**config.mk**
```make
export PLATFORM = sky130hd
export DESIGN_NAME = pipeline_stall_ctrl
export DESIGN_NICKNAME = d
export VERILOG_FILES = /design/src/rtl/pipeline_stall_ctrl.sv
export SDC_FILE = /design/constraint.sdc
export NUM_CORES = 1
export LEC_CHECK = 0
export CAP_MARGIN = 40
export CORE_ASPECT_RATIO = 0.5
export CORE_MARGIN = 3
export CORE_UTILIZATION = 39
export CTS_CLUSTER_SIZE = 28
export DETAILED_ROUTE_END_ITERATION = 10
export PLACE_DENSITY = 0.74
export RECOVER_POWER = 100
export SYNTH_ARGS = -nofsm -noshare
export SYNTH_HDL_FRONTEND = slang
export SYNTH_SLANG_ARGS = --single-unit
```
**constraint.sdc**
```tcl
create_clock -name clk -period 5.6 [get_ports clk]
set_input_delay 1.12 -clock clk [delete_from_list [all_inputs] [get_ports clk]]
set_output_delay 1.12 -clock clk [all_outputs]
set_load 0.01 [all_outputs]
```
**src/rtl/pipeline_stall_ctrl.sv**
```systemverilog
`default_nettype none
// ============================================================================
// Module      : pipeline_stall_ctrl
// Description : Load-use, memory-wait and halt stall controller for a
//               five-stage pipeline. Optional single-step gating is enabled
//               by defining PIPELINE_STEP_MODE_EN.
// Revision    : 1.0 - initial release
// ============================================================================
module pipeline_stall_ctrl (
    input  logic        clk,
    input  logic        reset,
    input  logic        idExMemRead,
    input  logic [4:0]  idExRt,
    input  logic [4:0]  ifIdRs,
    input  logic [4:0]  ifIdRt,
    input  logic        memReq,
    input  logic        memAck,
    input  logic        haltInstr,
`ifdef PIPELINE_STEP_MODE_EN
    input  logic        stepMode,
    input  logic        stepPulse,
`endif
    output logic        pcEnable,
    output logic        ifIdEnable,
    output logic        idExEnable,
    output logic        exMemEnable,
    output logic        memWbEnable,
    output logic        idExFlush,
    output logic        halted,
    output logic        memTimeout,
    output logic [15:0] stallCount
);

    localparam logic [1:0]  c_RUN       = 2'd0;
    localparam logic [1:0]  c_MEM_WAIT  = 2'd1;
    localparam logic [1:0]  c_HALT      = 2'd2;
    localparam logic [7:0]  c_WAIT_MAX  = 8'hFF;
    localparam logic [15:0] c_STALL_MAX = 16'hFFFF;

    logic [1:0]  r_state;
    logic [7:0]  r_waitCnt;
    logic        r_memTimeout;
    logic        r_halted;
    logic [15:0] r_stallCount;

    logic [1:0]  w_nextState;
    logic        w_frontEn;
    logic        w_backEn;
    logic        w_flush;
    logic        w_countStall;
    logic        w_enterWait;
    logic        w_waitInc;
    logic        w_timeout;
    logic        w_hazard;
    logic        w_stepIdle;

    assign w_hazard = idExMemRead && (idExRt != 5'd0) &&
                      ((idExRt == ifIdRs) || (idExRt == ifIdRt));

`ifdef PIPELINE_STEP_MODE_EN
    // Without a step pulse the RUN state simply freezes; these cycles are not stalls.
    assign w_stepIdle = stepMode && !stepPulse;
`else
    assign w_stepIdle = 1'b0;
`endif

    always_comb begin
        w_nextState  = r_state;
        w_frontEn    = 1'b0;
        w_backEn     = 1'b0;
        w_flush      = 1'b0;
        w_countStall = 1'b0;
        w_enterWait  = 1'b0;
        w_waitInc    = 1'b0;
        w_timeout    = 1'b0;

        case (r_state)
            c_RUN: begin
                if (w_stepIdle) begin
                    w_nextState = c_RUN;
                end else if (haltInstr) begin
                    w_countStall = 1'b1;
                    w_nextState  = c_HALT;
                end else if (memReq && !memAck) begin
                    w_countStall = 1'b1;
                    w_enterWait  = 1'b1;
                    w_nextState  = c_MEM_WAIT;
                end else if (w_hazard) begin
                    w_backEn     = 1'b1;
                    w_flush      = 1'b1;
                    w_countStall = 1'b1;
                end else begin
                    w_frontEn = 1'b1;
                    w_backEn  = 1'b1;
                end
            end
            c_MEM_WAIT: begin
                if (memAck) begin
                    w_frontEn   = 1'b1;
                    w_backEn    = 1'b1;
                    w_nextState = c_RUN;
                end else begin
                    w_countStall = 1'b1;
                    if (r_waitCnt == c_WAIT_MAX) begin
                        w_timeout   = 1'b1;
                        w_nextState = c_HALT;
                    end else begin
                        w_waitInc = 1'b1;
                    end
                end
            end
            c_HALT: begin
                w_nextState = c_HALT;
            end
            default: begin
                w_nextState = c_RUN;
            end
        endcase

        // Reset forces a full freeze regardless of state or inputs.
        if (reset) begin
            w_frontEn = 1'b0;
            w_backEn  = 1'b0;
            w_flush   = 1'b0;
        end
    end

    always_ff @(posedge clk) begin
        if (reset) begin
            r_state      <= c_RUN;
            r_waitCnt    <= 8'd0;
            r_memTimeout <= 1'b0;
            r_halted     <= 1'b0;
            r_stallCount <= 16'd0;
        end else begin
            r_state <= w_nextState;
            if (w_enterWait) begin
                r_waitCnt <= 8'd0;
            end else if (w_waitInc) begin
                r_waitCnt <= r_waitCnt + 8'd1;
            end
            if (w_timeout) begin
                r_memTimeout <= 1'b1;
            end
            r_halted <= (w_nextState == c_HALT);
            if (w_countStall && (r_stallCount != c_STALL_MAX)) begin
                r_stallCount <= r_stallCount + 16'd1;
            end
        end
    end

    assign pcEnable    = w_frontEn;
    assign ifIdEnable  = w_frontEn;
    assign idExEnable  = w_backEn;
    assign exMemEnable = w_backEn;
    assign memWbEnable = w_backEn;
    assign idExFlush   = w_flush;
    assign halted      = r_halted;
    assign memTimeout  = r_memTimeout;
    assign stallCount  = r_stallCount;

endmodule
`default_nettype wire

```
After elaboration in Yosys (flattened, before gate mapping)
Index checks and enable logic that the tools add are counted.
- flip-flop bits (word level): 28
- bits of input ports: 21
- bits in latches: 0
- memory bits (writable): 0
- memories: 0
- memory bits (read-only): 0
- multiplexer cells: 33
- $mul: 0
- reduce and logical (&&, ||, !) cells: 9
- div/mod/pow operators: 0
- eq/ne operators: 7
- shift-type cells: 0
- $add $sub $neg: 2
- bitwise operators: 0
- $lt $le $gt $ge: 0
- operators by type and width (operator ; number):
    $mux 1 ; 25
    $add 16x1->16 const B ; 1
    $ne 16x16->1 const B ; 1
    $eq 5x5->1 ; 2
    $add 8x1->8 const B ; 1
    $eq 8x8->1 const B ; 1
    $mux 2 ; 4
    $pmux 1 s2 ; 3
    $pmux 2 s3 ; 1
    $reduce_bool 5->1 ; 1
    $eq 2x2->1 const B ; 2
    $logic_and 1x1->1 ; 4
    $eq 2x1->1 const B ; 1
    $logic_not 2->1 ; 1
    $reduce_or 2->1 ; 1
    $logic_not 1->1 ; 1
    $logic_or 1x1->1 ; 1

Depth between registers and ports, before layout
- word-level depth: 8
- gate-level depth with buffers: 8

Least setup slack after synthesis
Ideal clock, no wire load.
- path type: input -> output
- from: input idExRt[1]
- to: output pcEnable
- setup slack: 2150 ps
- arrival time: 2330 ps
- stages: 6
- data required time: 4480 ps
- cell sequence: or4_1 > o21ai_0 > nor2_1 > o21ai_0 > and3_1 > buf_4
- word-level cells in the longest chain between the ends: 8
- elaborated cells on any way between the ends: 11
- those cells by class: eq/ne (2); mux (5); reduce/logical (4)
- ends and longest elaborated chain (what ; RTL line ; RTL):
    start, declared ; 13 ; input logic [4:0] idExRt,
    $eq 5x5->1 or $reduce_bool 5->1 (tied branches) ; 58, 57 ;
    $logic_or 1x1->1 or $logic_and 1x1->1 (tied branches) ; 58, 57 ;
    $logic_and 1x1->1 (*) ; 57 ; assign w_hazard = idExMemRead && (idExRt != 5'd0) &&
    $mux 1 (*) ; 88 ; end else if (w_hazard) begin
    $mux 1 (*) ; 84 ; end else if (memReq && !memAck) begin
    $mux 1 (*) ; 81 ; end else if (haltInstr) begin
    $pmux 1 s2 (*) ; 77 ; case (r_state)
    $mux 1 (*) ; 121 ; if (reset) begin
    end, declared ; 23 ; output logic pcEnable,
Mark *: on every way between the ends. The rest lies on a longest branch, timed or not.

Worst setup path in the final report
- from: input idExRt[1]
- to: output ifIdEnable
- word-level cells in the longest chain between the ends: 8
- elaborated cells on any way between the ends: 11
- those cells by class: eq/ne (2); mux (5); reduce/logical (4)
- ends and longest elaborated chain (what ; RTL line ; RTL):
    $eq 5x5->1 or $reduce_bool 5->1 (tied branches) ; 58, 57 ;
    $logic_or 1x1->1 or $logic_and 1x1->1 (tied branches) ; 58, 57 ;
    $logic_and 1x1->1 (*) ; 57 ;
    $mux 1 (*) ; 88 ;
    $mux 1 (*) ; 84 ;
    $mux 1 (*) ; 81 ;
    $pmux 1 s2 (*) ; 77 ;
    $mux 1 (*) ; 121 ;
    end, declared ; 24 ; output logic ifIdEnable,
Marks and branches as above.

==> results by group <==
Outcome
  – Outcome: completed

Cells and area
  – Post-route cell area: 1990 um2
  – Layout cells sized above 1: ~2.7%
  – Area Overhead vs Synth: 32.5%
  – Antenna diodes: 0
  – Leading cell type in the layout, fill and taps excluded: dfxtp_1
  – Most frequent cells in the layout: dfxtp_1 (28), dlygate4sd3_1 (26), nor2_1 (20)
  – Nets: approximately 250

Yosys
  – Avg Inst Size Synth: about 8 um2
  – Yosys warning count: 0
  – Synth unique cells: 37
  – Mapped Nets: 206
  – Register area share after synthesis: roughly 37%
  – Main flop type after synthesis: dfxtp_1
  – Netlist Area Pre-Place: 1500 um2
  – Share of async-settable or async-resettable flops after synthesis: 0%
  – Mapped Cells: 183
  – #FFs+latches synth: 28
  – EDFF count, synth: 0

Power and ir drop
  – Internal Power: ~0.28 mW
  – VDD IR max: roughly 0.00011 V
  – Sw frac: between 20 and 25%
  – Cell Pwr Density: roughly 190 nW/um2
  – Power share of the combinational group: 15.6%
  – Pleak: roughly 0.73 nW
  – Sw power: about 0.091 mW
  – Clk pwr share: about 29%
  – Seq pwr share: between 50% and 60%

Floorplanning
  – Starting density of the core: 42.1%
  – Core area: between 3000 and 4000 um2
  – Die Y: 49.9 um
  – Site Rows: 15
  – Total die area: 4680 um2
  – Top Ports: 45
  – Die Wd: around 94 um

Place
  – Buffers on Ports: between 40 and 50
  – Area after DPL: around 1900 um2
  – Final HPWL DP: ~2600 um
  – Gpl congestion: 0.750

STA
  – Final cycle utilization of the critical path: 81.1%
  – Max Clock Skew: 0.00355 ns
  – Final setup fails: 0
  – Maximum clock rate: 220 MHz
  – Tightest Pin Transition: 0.841 ns
  – Max-slew violation count: 0
  – Minimum clock period: approximately 4.5 ns
  – Final Hold Violating Endpoints: 0
  – Slew margin rel.: a little over two fifths
  – Setup TNS: 0 ns
  – Unrepaired setup endpoints after global routing: no
  – Final Hold Slack: 0.456 ns

GRT
  – Largest net degree at the start of global routing: 31
  – Gr usage total: around 15%
  – Global route overflow: 0
  – Global-route wire length before repair: between 5000 and 6000 um
  – Initial antenna violation count: 0
  – Vias in the first global route: 1,266

Clocking
  – Post-CTS Hold Buffers: 0
  – Setup Fix Bufs, Post-CTS: 0
  – Clock tree buffer depth: 2
  – CTS root buffer: clkbuf_8
  – Post-CTS resize count: 0
  – Worst-skew pair later-pin latency: around 0.27 ns
  – Clk sink count: 28
  – CTS Buf Count: 3
  – # H-tree levels: 1
  – Clk pin slew, worst setup/hold paths: roughly 0.09 ns
  – TritonCTS clock tree: done

Setup path
  – Crit path required time: about 4.5 ns
  – Startpoint Class: primary input
  – Crit Path Max Fanout: 3
  – Setup crit end kind: output pin
  – Critical setup path kind: in -> out
  – Worst endpoint data arrival time: 3.42 ns

Route
  – Vias after detailed routing: between 1,000 and 1,500
  – Via-per-instance ratio: ~5.3
  – DR pass1 iterations: 5
  – Detailed-route DRC error count: 0
  – DRT iter0 DRCs: just over 80
  – Post-route ant nets: 0
  – Per-cell routed wire length: approximately 12 um
  – Final wirelength: between 3000 and 4000 um

Hold path
  – Min-Delay Path Class: reg -> reg

Job
  – Max-cap violations: 0
## cell usage after synthesis, types with 2 or more instances
cell	instances	area [um2]
dfxtp_1	28	561
nor2_1	20	75.1
a21oi_1	19	95.1
xor2_1	14	123
o21ai_0	12	60.1
nand2_1	11	41.3
nand3_1	9	45.0
or3_1	9	56.3
inv_1	6	22.5
or4_1	6	45.0
o31ai_1	5	37.5
and2_1	4	25.0
buf_4	4	30.0
and3_1	3	18.8
nor3_1	3	15.0
a311o_1	2	20.0
and4_4	2	22.5
clkbuf_1	2	7.51
ha_1	2	25.0
mux2i_1	2	20.0
nand2b_1	2	12.5
nand4_1	2	12.5
xnor2_1	2	17.5
## metal layers
metal	wire length [um]	GRT usage (%)	vias up
met4	29	4.32	0
met5	0	0	-
li1	-	-	736
met3	91	3.35	2
met1	1570	20.4	675
met2	1630	24.6	25
## final timing paths
| path | start | to | slack [ns] | depth (start not counted) |
|---|---|---|---|---|
| worst min-delay path | memTimeout | memTimeout | 0.46 | 2 |
| worst min register to register | memTimeout | memTimeout | 0.46 | 2 |
| worst max register to register | stallCount[0] | stallCount[11] | 3.19 | 6 |
| worst max-delay path | idExRt[1] | ifIdEnable | 1.06 | 7 |
## registers in the layout, indices dropped and copies added, names as in the netlist
signal / count
r_waitCnt: 8
halted: 1
r_state: 2
memTimeout: 1
stallCount: 16
## power by group through the flow
stage / combinational [mW] / clock (mW) / sequential (mW)
after CTS: 0.0606 / 0.111 / 0.207
after global placement: 0.0593 / 0 / 0.212
final: 0.0581 / 0.106 / 0.207
after detailed placement: 0.0603 / 0 / 0.212
after floorplan: 0.0322 / 0 / 0.212
after global routing: 0.0642 / 0.119 / 0.208
## per-stage QoR
| stage | util (%) | cells | total power [mW] | setup WS (ns) |
|---|---|---|---|---|
| 2_1_floorplan | - | 183 | 0.244 | 2.15 |
| 3_3_place_gp | 54.6 | 269 | 0.271 | 1.25 |
| 3_5_place_dp | 54.6 | 269 | 0.272 | 1.23 |
| 4_1_cts | 55.8 | 272 | 0.378 | 1.23 |
| 5_1_grt | 55.8 | 272 | 0.391 | 0.983 |
| 6_report | 55.8 | 272 | 0.372 | 1.06 |
## critical path, cell delays in order
cell and delay [ns]:
dlygate4sd3_1 0.59, or4_1 0.56, o21ai_0 0.16, nor2_1 0.07, o21ai_0 0.13, and3_1 0.18
dlygate4sd3_1 0.62
## logic make-up (layout without fill, tap and decap cells)
logic type,count (synthesis),count (layout),share of synthesized area (%)
XOR/XNOR,16,16,9.33
multiplexers,2,2,1.33
adder cells (fa/ha/maj),2,2,1.67
flip-flops,28,28,37.3
AND/OR/NAND/NOR,75,75,27.1
buffers and inverters,15,53,5.33
AO/OA/AOI/OAI,45,45,17.9
## final cells by class
cell class,count,area [um2]
Fill cell,333,1580
Multi-Input combinational cell,140,861
Sequential cell,28,561
Timing Repair Buffer,44,440
Tap cell,51,63.8
Clock buffer,3,41.3
Inverter,6,22.5
No activity file was read; power rests on OpenSTA's default activity.
